--- config.mk ---
export PLATFORM = sky130hd
export DESIGN_NAME = rot_unit_xlen
export DESIGN_NICKNAME = d
export VERILOG_FILES = /design/src/rtl/rot_unit_xlen.sv
export SDC_FILE = /design/constraint.sdc
export NUM_CORES = 1
export LEC_CHECK = 0
export ABC_AREA = 1
export CAP_MARGIN = 20
export CORE_UTILIZATION = 57
export CTS_CLUSTER_DIAMETER = 200
export DETAILED_ROUTE_END_ITERATION = 12
export GPL_ROUTABILITY_DRIVEN = 1
export PLACE_DENSITY = 0.92
export SYNTH_ARGS = -nofsm -noshare
export SYNTH_HDL_FRONTEND = slang
export SYNTH_SLANG_ARGS = --single-unit
export TNS_END_PERCENT = 30
--- constraint.sdc ---
create_clock -name clk -period 5.8 [get_ports clk]
set_input_delay 0.58 -clock clk [delete_from_list [all_inputs] [get_ports clk]]
set_output_delay 0.58 -clock clk [all_outputs]
set_load 0.005 [all_outputs]
--- src/rtl/rot_unit_xlen.sv ---
// PowerPC rotate/mask/shift execution unit with XLEN-wide datapath, CR0/CA generation
// and a STAGES-deep valid/ready pipeline with flush.
module rot_unit_xlen #(
    parameter int XLEN        = 32,
    parameter int RS_ID_WIDTH = 5,
    parameter int STAGES      = 3,
    localparam int SH_W       = $clog2(XLEN)
) (
    input  logic                   clk,
    input  logic                   rst,
    input  logic                   flush,
    input  logic                   input_valid,
    output logic                   input_ready,
    input  logic [RS_ID_WIDTH-1:0] rs_id_in,
    input  logic [4:0]             result_reg_addr_in,
    input  logic [XLEN-1:0]        op1,
    input  logic [XLEN-1:0]        op2,
    input  logic [XLEN-1:0]        target,
    input  logic                   xer_so,
    input  logic                   shift,
    input  logic                   left,
    input  logic                   sign_extend,
    input  logic                   mask_insert,
    input  logic                   alter_cr0,
    input  logic [SH_W-1:0]        mb,
    input  logic [SH_W-1:0]        me,
    output logic                   output_valid,
    input  logic                   output_ready,
    output logic [RS_ID_WIDTH-1:0] rs_id_out,
    output logic [4:0]             result_reg_addr_out,
    output logic [XLEN-1:0]        result,
    output logic [3:0]             cr0,
    output logic                   cr0_valid,
    output logic                   ca,
    output logic                   ca_valid
);

    localparam logic [XLEN-1:0] ONES = '1;

    typedef struct packed {
        logic [RS_ID_WIDTH-1:0] rs_id;
        logic [4:0]             rd;
        logic [XLEN-1:0]        res;
        logic [3:0]             cr0;
        logic                   cr0_v;
        logic                   ca;
        logic                   ca_v;
    } stage_t;

    logic [SH_W:0]   n;
    logic [SH_W-1:0] amt;
    logic [SH_W:0]   ramt;
    logic            overshift;
    logic [XLEN-1:0] rot;
    logic [XLEN-1:0] mask;
    logic [XLEN-1:0] low_bits;
    logic [XLEN-1:0] res_c;
    logic            ca_c;
    stage_t          stage_d;

    stage_t          pipe [STAGES];
    logic [STAGES-1:0] vld;
    logic [STAGES-1:0] ld;
    logic            ld_acc;

    logic            unused_op2_hi;
    assign unused_op2_hi = ^op2[XLEN-1:SH_W+1];

    // All arithmetic is done before the first register; later stages only carry the payload.
    always_comb begin
        n         = op2[SH_W:0];
        amt       = n[SH_W-1:0];
        overshift = n[SH_W];
        ramt      = (SH_W+1)'(XLEN) - {1'b0, amt};
        rot       = (op1 << amt) | (op1 >> ramt);
        low_bits  = ~(ONES << amt);
        mask      = '0;
        res_c     = '0;
        ca_c      = 1'b0;

        // mb/me use big-endian numbering: position i maps to bit XLEN-1-i.
        for (int unsigned i = 0; i < XLEN; i++) begin
            if (mb <= me)
                mask[XLEN-1-i] = (SH_W'(i) >= mb) && (SH_W'(i) <= me);
            else
                mask[XLEN-1-i] = (SH_W'(i) >= mb) || (SH_W'(i) <= me);
        end

        if (!shift) begin
            res_c = mask_insert ? ((rot & mask) | (target & ~mask)) : (rot & mask);
        end else if (left) begin
            res_c = overshift ? '0 : (op1 << amt);
        end else if (sign_extend) begin
            if (overshift) begin
                res_c = {XLEN{op1[XLEN-1]}};
                ca_c  = op1[XLEN-1] & (|op1);
            end else begin
                res_c = $signed(op1) >>> amt;
                ca_c  = op1[XLEN-1] & (|(op1 & low_bits));
            end
        end else begin
            res_c = overshift ? '0 : (op1 >> amt);
        end

        stage_d.rs_id = rs_id_in;
        stage_d.rd    = result_reg_addr_in;
        stage_d.res   = res_c;
        stage_d.cr0   = {res_c[XLEN-1], ~res_c[XLEN-1] & (|res_c), ~(|res_c), xer_so};
        stage_d.cr0_v = alter_cr0;
        stage_d.ca    = ca_c;
        stage_d.ca_v  = shift & ~left & sign_extend;
    end

    // A stage may load if it or any stage below it is empty, or the consumer is taking the output.
    always_comb begin
        ld_acc = output_ready;
        ld     = '0;
        for (int unsigned k = 0; k < STAGES; k++) begin
            ld_acc            = ld_acc | ~vld[STAGES-1-k];
            ld[STAGES-1-k]    = ld_acc;
        end
    end

    assign input_ready = ld[0];

    always_ff @(posedge clk or posedge rst) begin
        if (rst) begin
            vld <= '0;
            for (int unsigned i = 0; i < STAGES; i++)
                pipe[i] <= '0;
        end else if (flush) begin
            vld <= '0;
        end else begin
            if (ld[0]) begin
                vld[0] <= input_valid;
                if (input_valid)
                    pipe[0] <= stage_d;
            end
            for (int unsigned i = 1; i < STAGES; i++) begin
                if (ld[i]) begin
                    vld[i] <= vld[i-1];
                    if (vld[i-1])
                        pipe[i] <= pipe[i-1];
                end
            end
        end
    end

    assign output_valid        = vld[STAGES-1];
    assign rs_id_out           = pipe[STAGES-1].rs_id;
    assign result_reg_addr_out = pipe[STAGES-1].rd;
    assign result              = pipe[STAGES-1].res;
    assign cr0                 = pipe[STAGES-1].cr0;
    assign cr0_valid           = pipe[STAGES-1].cr0_v;
    assign ca                  = pipe[STAGES-1].ca;
    assign ca_valid            = pipe[STAGES-1].ca_v;

endmodule

=== Word-level counts from Yosys, hierarchy flattened ===
Index checks and enable logic that the tools add are counted.

* Shift operators: 5
* Multiplexer cells: 47
* $mul: 0
* Reductions and logical operators: 73
* Add/sub/neg operators: 1
* Eq/ne operators: 0
* Divide/modulo/power cells: 0
* Bitwise logic cells: 22
* $lt $le $gt $ge: 65

{| class="wikitable"
|+ Operators with widths
! cell !! number
|-
| 2-to-1 mux 32 bit || 7
|-
| AND 32 bit || 3
|-
| OR reduction 32 bit || 3
|-
| >= comparator 5 bit (first input constant) || 16
|-
| <= comparator 5 bit (first input constant) || 16
|-
| NOT 32 bit || 2
|-
| bitwise OR 32 bit || 2
|-
| >= comparator 4 x 5 -> 1 bit (first input constant) || 8
|-
| <= comparator 4 x 5 -> 1 bit (first input constant) || 8
|-
| 2-to-1 mux 1 bit || 39
|-
| logical AND 1 bit || 32
|-
| logical OR 1 bit || 32
|-
| left shift 32 x 5 -> 32 bit || 1
|-
| left shift 32 x 5 -> 32 bit (first input constant) || 1
|-
| right shift 32 x 5 -> 32 bit || 1
|-
| right shift 32 x 6 -> 32 bit || 1
|-
| >>> shifter 32 x 5 -> 32 bit || 1
|-
| >= comparator 3 x 5 -> 1 bit (first input constant) || 4
|-
| <= comparator 3 x 5 -> 1 bit (first input constant) || 4
|-
| >= comparator 1 x 5 -> 1 bit (first input constant) || 2
|-
| >= comparator 2 x 5 -> 1 bit (first input constant) || 2
|-
| <= comparator 1 x 5 -> 1 bit (first input constant) || 2
|-
| <= comparator 2 x 5 -> 1 bit (first input constant) || 2
|-
| AND reduction 3 bit || 3
|-
| 7 further kinds || 21
|}

* Input port bits: 127
* Bits in read-only memories: 0
* Bits in writable memories: 0
* Memories kept: 0
* Bits in latches: 0
* Logic and storage cells: 237
* Bits in registers: 150

=== Depth between registers and ports, before layout ===
Gate-level depths: netlist of run 1.

* Depth after elaboration: 10
* Depth in mapped cells: 24
* Gate-level depth less buffers: 21

=== Worst setup path after synthesis of run 1 ===
OpenSTA, ideal clock, no wires.

* Path kind: input-to-reg
* Start point: input port op2[1]
* End point: register pipe[103] (netlist name)
* Path slack: 2,683 ps
* Buffers on the path: 5
* Stages: 20
* Arrival: 2,999 ps
* Library setup time: 118 ps
* Cells stage by stage: buf_4 > inv_2 > buf_6 > buf_2 > ha_1 > ha_1 > clkbuf_1 > clkbuf_1 > o211ai_1 > nand3_1 > nand3_1 > inv_1 > o21ai_1 > nand3_1 > a21oi_1 > nand2_1 > nor2_1 > nand3_2 > nand3_1 > nand2_1

* Word-level cells in the longest chain between the ends: 9
* Elaborated cells on any way between the ends: 18
* Classes of those cells: add/sub (1); shift (4); mux (7); bitwise (5); reduce/logical (1)

{| class="wikitable"
|+ Ends and longest elaborated chain
! what !! RTL line !! source
|-
| start, declared || 17 || <nowiki>input logic [XLEN-1:0] op2,</nowiki>
|-
| subtractor 6 x 5 -> 6 bit || 74 || <nowiki>ramt = (SH_W+1)'(XLEN) - {1'b0, amt};</nowiki>
|-
| right shift 32 x 6 -> 32 bit || 75 || <nowiki>rot = (op1 << amt) | (op1 >> ramt);</nowiki>
|-
| bitwise OR 32 bit || 75 ||
|-
| AND 32 bit || 90 || <nowiki>res_c = mask_insert ? ((rot & mask) | (target & ~mask)) : (rot & mask);</nowiki>
|-
| bitwise OR 32 bit || 90 ||
|-
| 2-to-1 mux 32 bit || 90 ||
|-
| 2-to-1 mux 32 bit * || 89 || <nowiki>if (!shift) begin</nowiki>
|-
| OR reduction 32 bit / NOT 1 bit (equally long branches) || 108 || <nowiki>stage_d.cr0 = {res_c[XLEN-1], ~res_c[XLEN-1] & (|res_c), ~(|res_c), xer_so};</nowiki>
|-
| AND 1 bit * || 108 ||
|-
| end signal, assigned by index || 143 || <nowiki>pipe[i] <= pipe[i-1];</nowiki>
|-
| end, declared || 61 || <nowiki>stage_t pipe [STAGES];</nowiki>
|}

Every way passes the cells marked *; elsewhere a longest branch is shown, timed or not.
A chain may end at the register's enable or synchronous reset.

=== Worst setup path after layout of run 1 ===
* Start point: input port op2[0]
* End point: register pipe[103] (netlist name)

The elaborated chain is that of the path after synthesis.

==> results of run 1 <==
-- where the power goes --
| group | internal (mW) | total, mW | switching [mW] |
|---|---|---|---|
| sequential | 1.26 | 1.40 | 0.141 |
| combinational | 0.621 | 1.59 | 0.970 |
| clock | 0.665 | 1.19 | 0.522 |
| total | 2.54 | 4.18 | 1.63 |
-- critical path: stages --
cell             delay [ns]
clkdlybuf4s50_1        0.45
buf_4                  0.36
inv_4                  0.29
ha_1                   0.36
buf_4                  0.25
inv_2                  0.57
nand3_1                0.21
o211ai_1               0.22
nand2_1                0.13
nand3_1                0.10
nand2_1                0.05
nor2_1                 0.10
nor2_1                 0.05
nor2_1                 0.22
nand2_1                0.13
nor2_1                 0.17
nand3_1                0.09
nor2_1                 0.15
nand3_2                0.11
nand3_1                0.12
nand2_1                0.06
-- routing by layer --
metal	global-route usage (%)	part of all wire, %	up-vias
li1	-	-	7413
met1	60.6	37	7538
met3	10.6	13	283
met2	73.0	43	1410
met5	0	0	-
met4	28.8	6.4	0
-- area by class of cell --
class | count | area, sq um | area share, %
Tap cell | 319 | 399 | 2.59
Sequential cell | 147 | 3680 | 23.8
Inverter | 140 | 538 | 3.49
Multi-Input combinational cell | 1766 | 8400 | 54.4
Timing Repair Buffer | 186 | 1780 | 11.6
Clock inverter | 15 | 214 | 1.39
Clock buffer | 17 | 425 | 2.76
-- flip-flops by register name (all words and copies together) (netlist names) --
signal and flops:
ca 1, ca_valid 1, cr0 3, cr0_valid 1, pipe 96, result 32, result_reg_addr_out 5, rs_id_out 5
vld 3
-- path summary, 6_finish.rpt --
kind / end / slack, ns / cells past startpoint
worst max-delay path: pipe[103]$_DFFE_PP0P_ / 1.29 / 21
min in group asynchronous: pipe[97]$_DFFE_PP0P_ / 0.77 / 2
worst min-delay path: pipe[138]$_DFFE_PP0P_ / 0.49 / 2
worst max register to register: pipe[91]$_DFFE_PP0P_ / 3.47 / 8
max in group asynchronous: pipe[59]$_DFFE_PP0P_ / 3.93 / 3
worst min register to register: pipe[138]$_DFFE_PP0P_ / 0.49 / 2
-- cells in the mapped netlist (9+ instances only) --
| master | n |
|---|---|
| inv_2 | 11 |
| nand2_2 | 22 |
| buf_2 | 36 |
| nor2_1 | 131 |
| mux2_2 | 47 |
| nand4_1 | 14 |
| buf_6 | 12 |
| ha_1 | 9 |
| o211ai_1 | 13 |
| buf_4 | 53 |
| buf_1 | 12 |
| dfrtp_1 | 147 |
| o21ai_1 | 20 |
| inv_1 | 124 |
| nand3_1 | 498 |
| nand2_1 | 719 |
| clkbuf_1 | 50 |
| a21oi_1 | 77 |
| o21ai_0 | 158 |
-- cells by family (layout without fill, tap and decap cells) --
family                     count (synthesis)  in the layout
adders and majority gates                  9              9
AOI/OAI and AO/OA                        283            283
DFF                                      147            147
buffers and inverters                    304            358
muxes                                     47             47
and+or+nand+nor                         1427           1427
-- through the flow --
step	util, %	std cells
after global placement	63.1	2557
after detailed placement	63.2	2558
after global routing	66.0	2590
after CTS	66.0	2590
after floorplan	-	2217
final	66.0	2590
==> metrics.md, run 1 <==
| Metric | Value |
|---|---|
| Yosys warns | 0 |
| CP startpoint | op2[0] |
| Cell Area, Synth | 13600 sq um |
| Wire per inst | 22.3 microns |
| Slew @ Worst Pin | 0.966 ns |
| Max Freq | 222 MHz |
| Crit Path Class | primary input to register |
| Total I/O pin count | 178 |
| Worst min-delay path class | register to register |
| Fraction of layout cells with a size suffix above 1 | 7.97% |
| ANT cells | 0 |
| Post-CTS Repair Setup Buffers | 0 |
| Ys async rst share | 100% |
| Clock root buffer | clkbuf_16 |
| Synthesized flop and latch total | 147 |
| Startpoint types | primary input |
| Status | finished, final reports clean |
| Total CTS buffers | 17 |
| Yosys top cell area share | 27.1% |
| Power Total | 4.18 mW |
| Clk sinks | 147 |
| Die width | 156 microns |
| Worst hold margin | 0.488 ns |
| Setup TNS | 0 ns |
| Nature of the critical path endpoint | register |
| PD cells | 271 nW/um^2 |
| Unique masters post-synth | 40 |
| Count of final hold-check violations | 0 |
| Adder-cell area share of the yosys netlist | 0.831% |
| DR iter-0 viols | 2962 |
| Clock skew | 0.00874 ns |
| Hold_sp | pipe[138]$_DFFE_PP0P_ |
| MaxCap Viol Count | 0 |
| Unrepaired setup endpoints after global routing | false |
| Fill cells | 2090 |
| DR pass1 iterations | 7 |
| Site Rows | 56 |
| CTS clk-pin slew, worst paths | 0.07 ns |
| Setup-failing EPs final | 0 |
| Synth Area in Compound Gates | 11.0% |
| Most common cell after layout, fill and taps aside | nand2_1 |
| Core area | 23400 sq um |
| H-tree Lvls | 4 |
| Post-synth top area cell | dfrtp_1 |
| Worst slew margin | 35.6% |
| Crit Path Max Fanout | 37 |
| Resize count post-CTS | 0 |
| Final Wtd Congestion | 1.12 |
| Fin crit period | 4.51 ns |
| Gr usage total | 47.4% |
| Main combinational cell family by area after synthesis | simple AND/OR/NAND/NOR gates |
| Post-route cell area | 15400 sq um |
| Number of synthesized flops with an enable pin | 0 |
| Starting Density | 57.9% |
| Worst Path Required | 6.12 ns |
| Placement Setup Slack | 1.11 ns |
| Post-synthesis xor/xnor area fraction | 0% |
| ANT nets after route | 0 |
| First-pass GRT wire length | 87300 microns |
| Clock buffer depth | 2 |
| Hold Buf Count CTS | 0 |
| LEAKAGE | 7.66 nW |
| Final WL | 57800 microns |
| Final nets | 2394 |
| Top post-synthesis cells by area | dfrtp_1 27%, nand2_1 20%, nand3_1 18% |
| Mux cell area share after synthesis | 3.91% |
| Commonest non-fill, non-tap cells in the layout | 717 x nand2_1, 498 x nand3_1, 158 x o21ai_0, 149 x clkdlybuf4s50_1, 147 x dfrtp_1 |
| Vias in the first global route | 15300 |
| Largest net degree at the start of global routing | 112 |
| Via Count | 16600 |
| Post-synthesis sequential area ratio | 27.1% |
| Synth Area in Simple Gates | 46.2% |
| P&R area growth vs syn | 13.9% |
| IO Port Bufs | 151 |
| Overflow after GRT | 0 |
| RR Startpoint | vld[2]$_DFFE_PP0P_ |
| DP Area | 14800 sq um |
| Syn_nets | 2353 |
| Critical Path AT | 4.83 ns |
| Drt drc | 0 |
| Avg Inst Size Synth | 6.11 sq um |
| Die footprint | 24400 sq um |
| Worst-Skew Late Latency | 0.43 ns |
| Final worst-path cycle share | 77.8% |
| Vias/cell | 6.43 |
| Worst vdd ir | 0.302 mV |
| CTS tree | yes |
| Initial antenna violation count | 1 |
| PnR worst setup slack | 1.29 ns |
| Slew Limit Fails | 0 |
| Synth Flop Type | dfrtp_1 |
| DP Wirelength | 41900 microns |
| Mapped Cells | 2217 |
| Die Y | 156 microns |
Note: power is estimated with default switching activity, not from simulation.
==> run 2, diff against run 1 <==
==> constraint.sdc (replaced) <==
create_clock -name clk -period 4.5 [get_ports clk]
set_input_delay 0.45 -clock clk [delete_from_list [all_inputs] [get_ports clk]]
set_output_delay 0.45 -clock clk [all_outputs]
set_load 0.005 [all_outputs]
==> metrics.md, run 2 (synthesized netlist as in run 1, its figures left out) <==
| Metric | Value |
|---|---|
| ANT cells | 0 (unchanged) |
| Vias/cell | 6.52 (+1.5%) |
| Fin crit period | 3.71 ns |
| LEAKAGE | 7.68 nW (+0.23%) |
| Core area | 23400 sq um (unchanged) |
| Worst-Skew Late Latency | 0.42 ns (about the same) |
| Total CTS buffers | 17 (unchanged) |
| Count of final hold-check violations | 0 (unchanged) |
| Largest Register | pipe |
| Crit Path Class | primary input to register |
| H-tree Lvls | 4 (unchanged) |
| RR Startpoint | vld[2]$_DFFE_PP0P_ |
| Initial antenna violation count | 2 (+1) |
| Gr usage total | 48.5% (+1.0 points) |
| Hold_sp | pipe[58]$_DFFE_PP0P_ |
| DP Wirelength | 41900 microns (about the same) |
| Post-route cell area | 15400 sq um (about the same) |
| CTS clk-pin slew, worst paths | 0.07 ns (about the same) |
| Clk sinks | 147 (unchanged) |
| Clock buffer depth | 2 (unchanged) |
| Die Y | 156 microns (unchanged) |
| DR iter-0 viols | 3109 (+5.0%) |
| Commonest non-fill, non-tap cells in the layout | 717 x nand2_1, 498 x nand3_1, 158 x o21ai_0, 149 x clkdlybuf4s50_1, 147 x dfrtp_1 |
| Core Util, Final | 66.0% (about the same) |
| Max Freq | 269 MHz |
| Final WL | 59200 microns (+2.3%) |
| Largest net degree at the start of global routing | 75 (-33%) |
| IO Port Bufs | 151 (unchanged) |
| Fin cells | 2596 (+0.23%) |
| Slew @ Worst Pin | 1.15 ns (+0.180 ns) |
| MaxCap Viol Count | 0 (unchanged) |
| Post-Place Cells | 2563 (+0.20%) |
| Worst min-delay path class | register to register |
| P&R area growth vs syn | 14.0% (about the same) |
| Total I/O pin count | 178 (unchanged) |
| Worst slew margin | 23.4% (-12 points) |
| Worst Path Required | 4.82 ns (-1.30 ns) |
| First-pass GRT wire length | 88800 microns (+1.8%) |
| Overflow after GRT | 0 (unchanged) |
| Die width | 156 microns (unchanged) |
| Hold Buf Count CTS | 0 (unchanged) |
| Hold Path Stages | 2 (unchanged) |
| Fraction of layout cells with a size suffix above 1 | 8.21% (+0.24 points) |
| Setup TNS | 0 ns (unchanged) |
| Nature of the critical path endpoint | register |
| ANT nets after route | 0 (unchanged) |
| Die footprint | 24400 sq um (unchanged) |
| Worst vdd ir | 0.298 mV (-1.5%) |
| Clock skew | 0.0107 ns (+0.00194 ns) |
| Status | finished, final reports clean |
| Via Count | 16900 (+1.7%) |
| Largest register FFs | 96 (unchanged) |
| Resize count post-CTS | 0 (unchanged) |
| Slew Limit Fails | 0 (unchanged) |
| CP startpoint | op2[3] |
| Drt drc | 0 (unchanged) |
| Post-CTS Repair Setup Buffers | 0 (unchanged) |
| Clock root buffer | clkbuf_16 |
| Vias in the first global route | 15600 (+1.6%) |
| Setup-failing EPs final | 0 (unchanged) |
| DP Area | 14800 sq um (+0.20%) |
| PD cells | 344 nW/um^2 (+27%) |
| Wire per inst | 22.8 microns (+2.1%) |
| Unrepaired setup endpoints after global routing | false |
| Site Rows | 56 (unchanged) |
| Critical Path AT | 4.03 ns (-0.80 ns) |
| R2R cell count | 8 (unchanged) |
| Power Total | 5.31 mW (+27%) |
| Final nets | 2400 (+0.25%) |
| Crit Path Max Fanout | 16 (-57%) |
| Starting Density | 57.9% (unchanged) |
| Final Wtd Congestion | 1.15 (+2.7%) |
| Most common cell after layout, fill and taps aside | nand2_1 |
| CTS tree | yes |
| DR pass1 iterations | 9 (+2) |
| Startpoint types | primary input |
| Final worst-path cycle share | 82.5% |
==> run 2: changes by cell type in the layout (fill, tap and decap cells not counted), sizes merged <==
cell    before  now
inv        145  146
bufinv       2    1
buf         37   43
==> run 2: where the power goes <==
group	leakage, nW	switching [mW]	internal (mW)	total [mW]
Sequential	1.85	0.193	1.62	1.82
Combinational	5.54	1.26	0.804	2.06
Clock	0.288	0.642	0.790	1.43
==> run 2: worst max-delay path, stage by stage <==
cell and delay [ns]:
clkdlybuf4s50_1 0.43, inv_2 0.35, nand2_4 0.18, buf_4 0.25
nor2_1 0.69, nand2_1 0.11, nand2_1 0.18, o21ai_0 0.11
nand3_1 0.30, nand2_1 0.10, nor2_1 0.18, nand2_1 0.09
nor2_1 0.14, nand2_1 0.09, nor2_2 0.11, nand3_2 0.11
nand3_1 0.09, nand2_1 0.05
==> run 2: path summary, 6_finish.rpt <==
path / end / slack [ns]
max: pipe[103]$_DFFE_PP0P_ / 0.79
min: pipe[58]$_DFFE_PP0P_ / 0.48
max reg2reg: pipe[87]$_DFFE_PP0P_ / 1.67
min reg2reg: pipe[58]$_DFFE_PP0P_ / 0.48
max in group asynchronous: result[18]$_DFFE_PP0P_ / 3.02
min in group asynchronous: result[24]$_DFFE_PP0P_ / 0.52
==> run 2: area by class of cell <==
type	instances	area (sq um)
Tap cell	319	399
Clock buffer	17	425
Multi-Input combinational cell	1766	8400
Clock inverter	15	168
Sequential cell	147	3680
Inverter	140	538
Timing Repair Buffer	192	1840
Fill cell	2071	7960
==> run 2: stage by stage <==
stage | setup WS, ns | hold WS, ns
6_report | 0.788 | 0.484
3_5_place_dp | 0.681 | 0.468
3_3_place_gp | 0.771 | 0.451
4_1_cts | 1.05 | 0.485
2_1_floorplan | 0.0987 | 0.438
5_1_grt | 0.709 | 0.495
==> run 2: metal layers <==
metal	global-route usage, %	wire [microns]	up-vias
li1	-	-	7414
met1	59.8	21100	7635
met2	73.3	24900	1506
met3	16.2	8740	372
met4	29.0	4410	4
met5	0	23	-
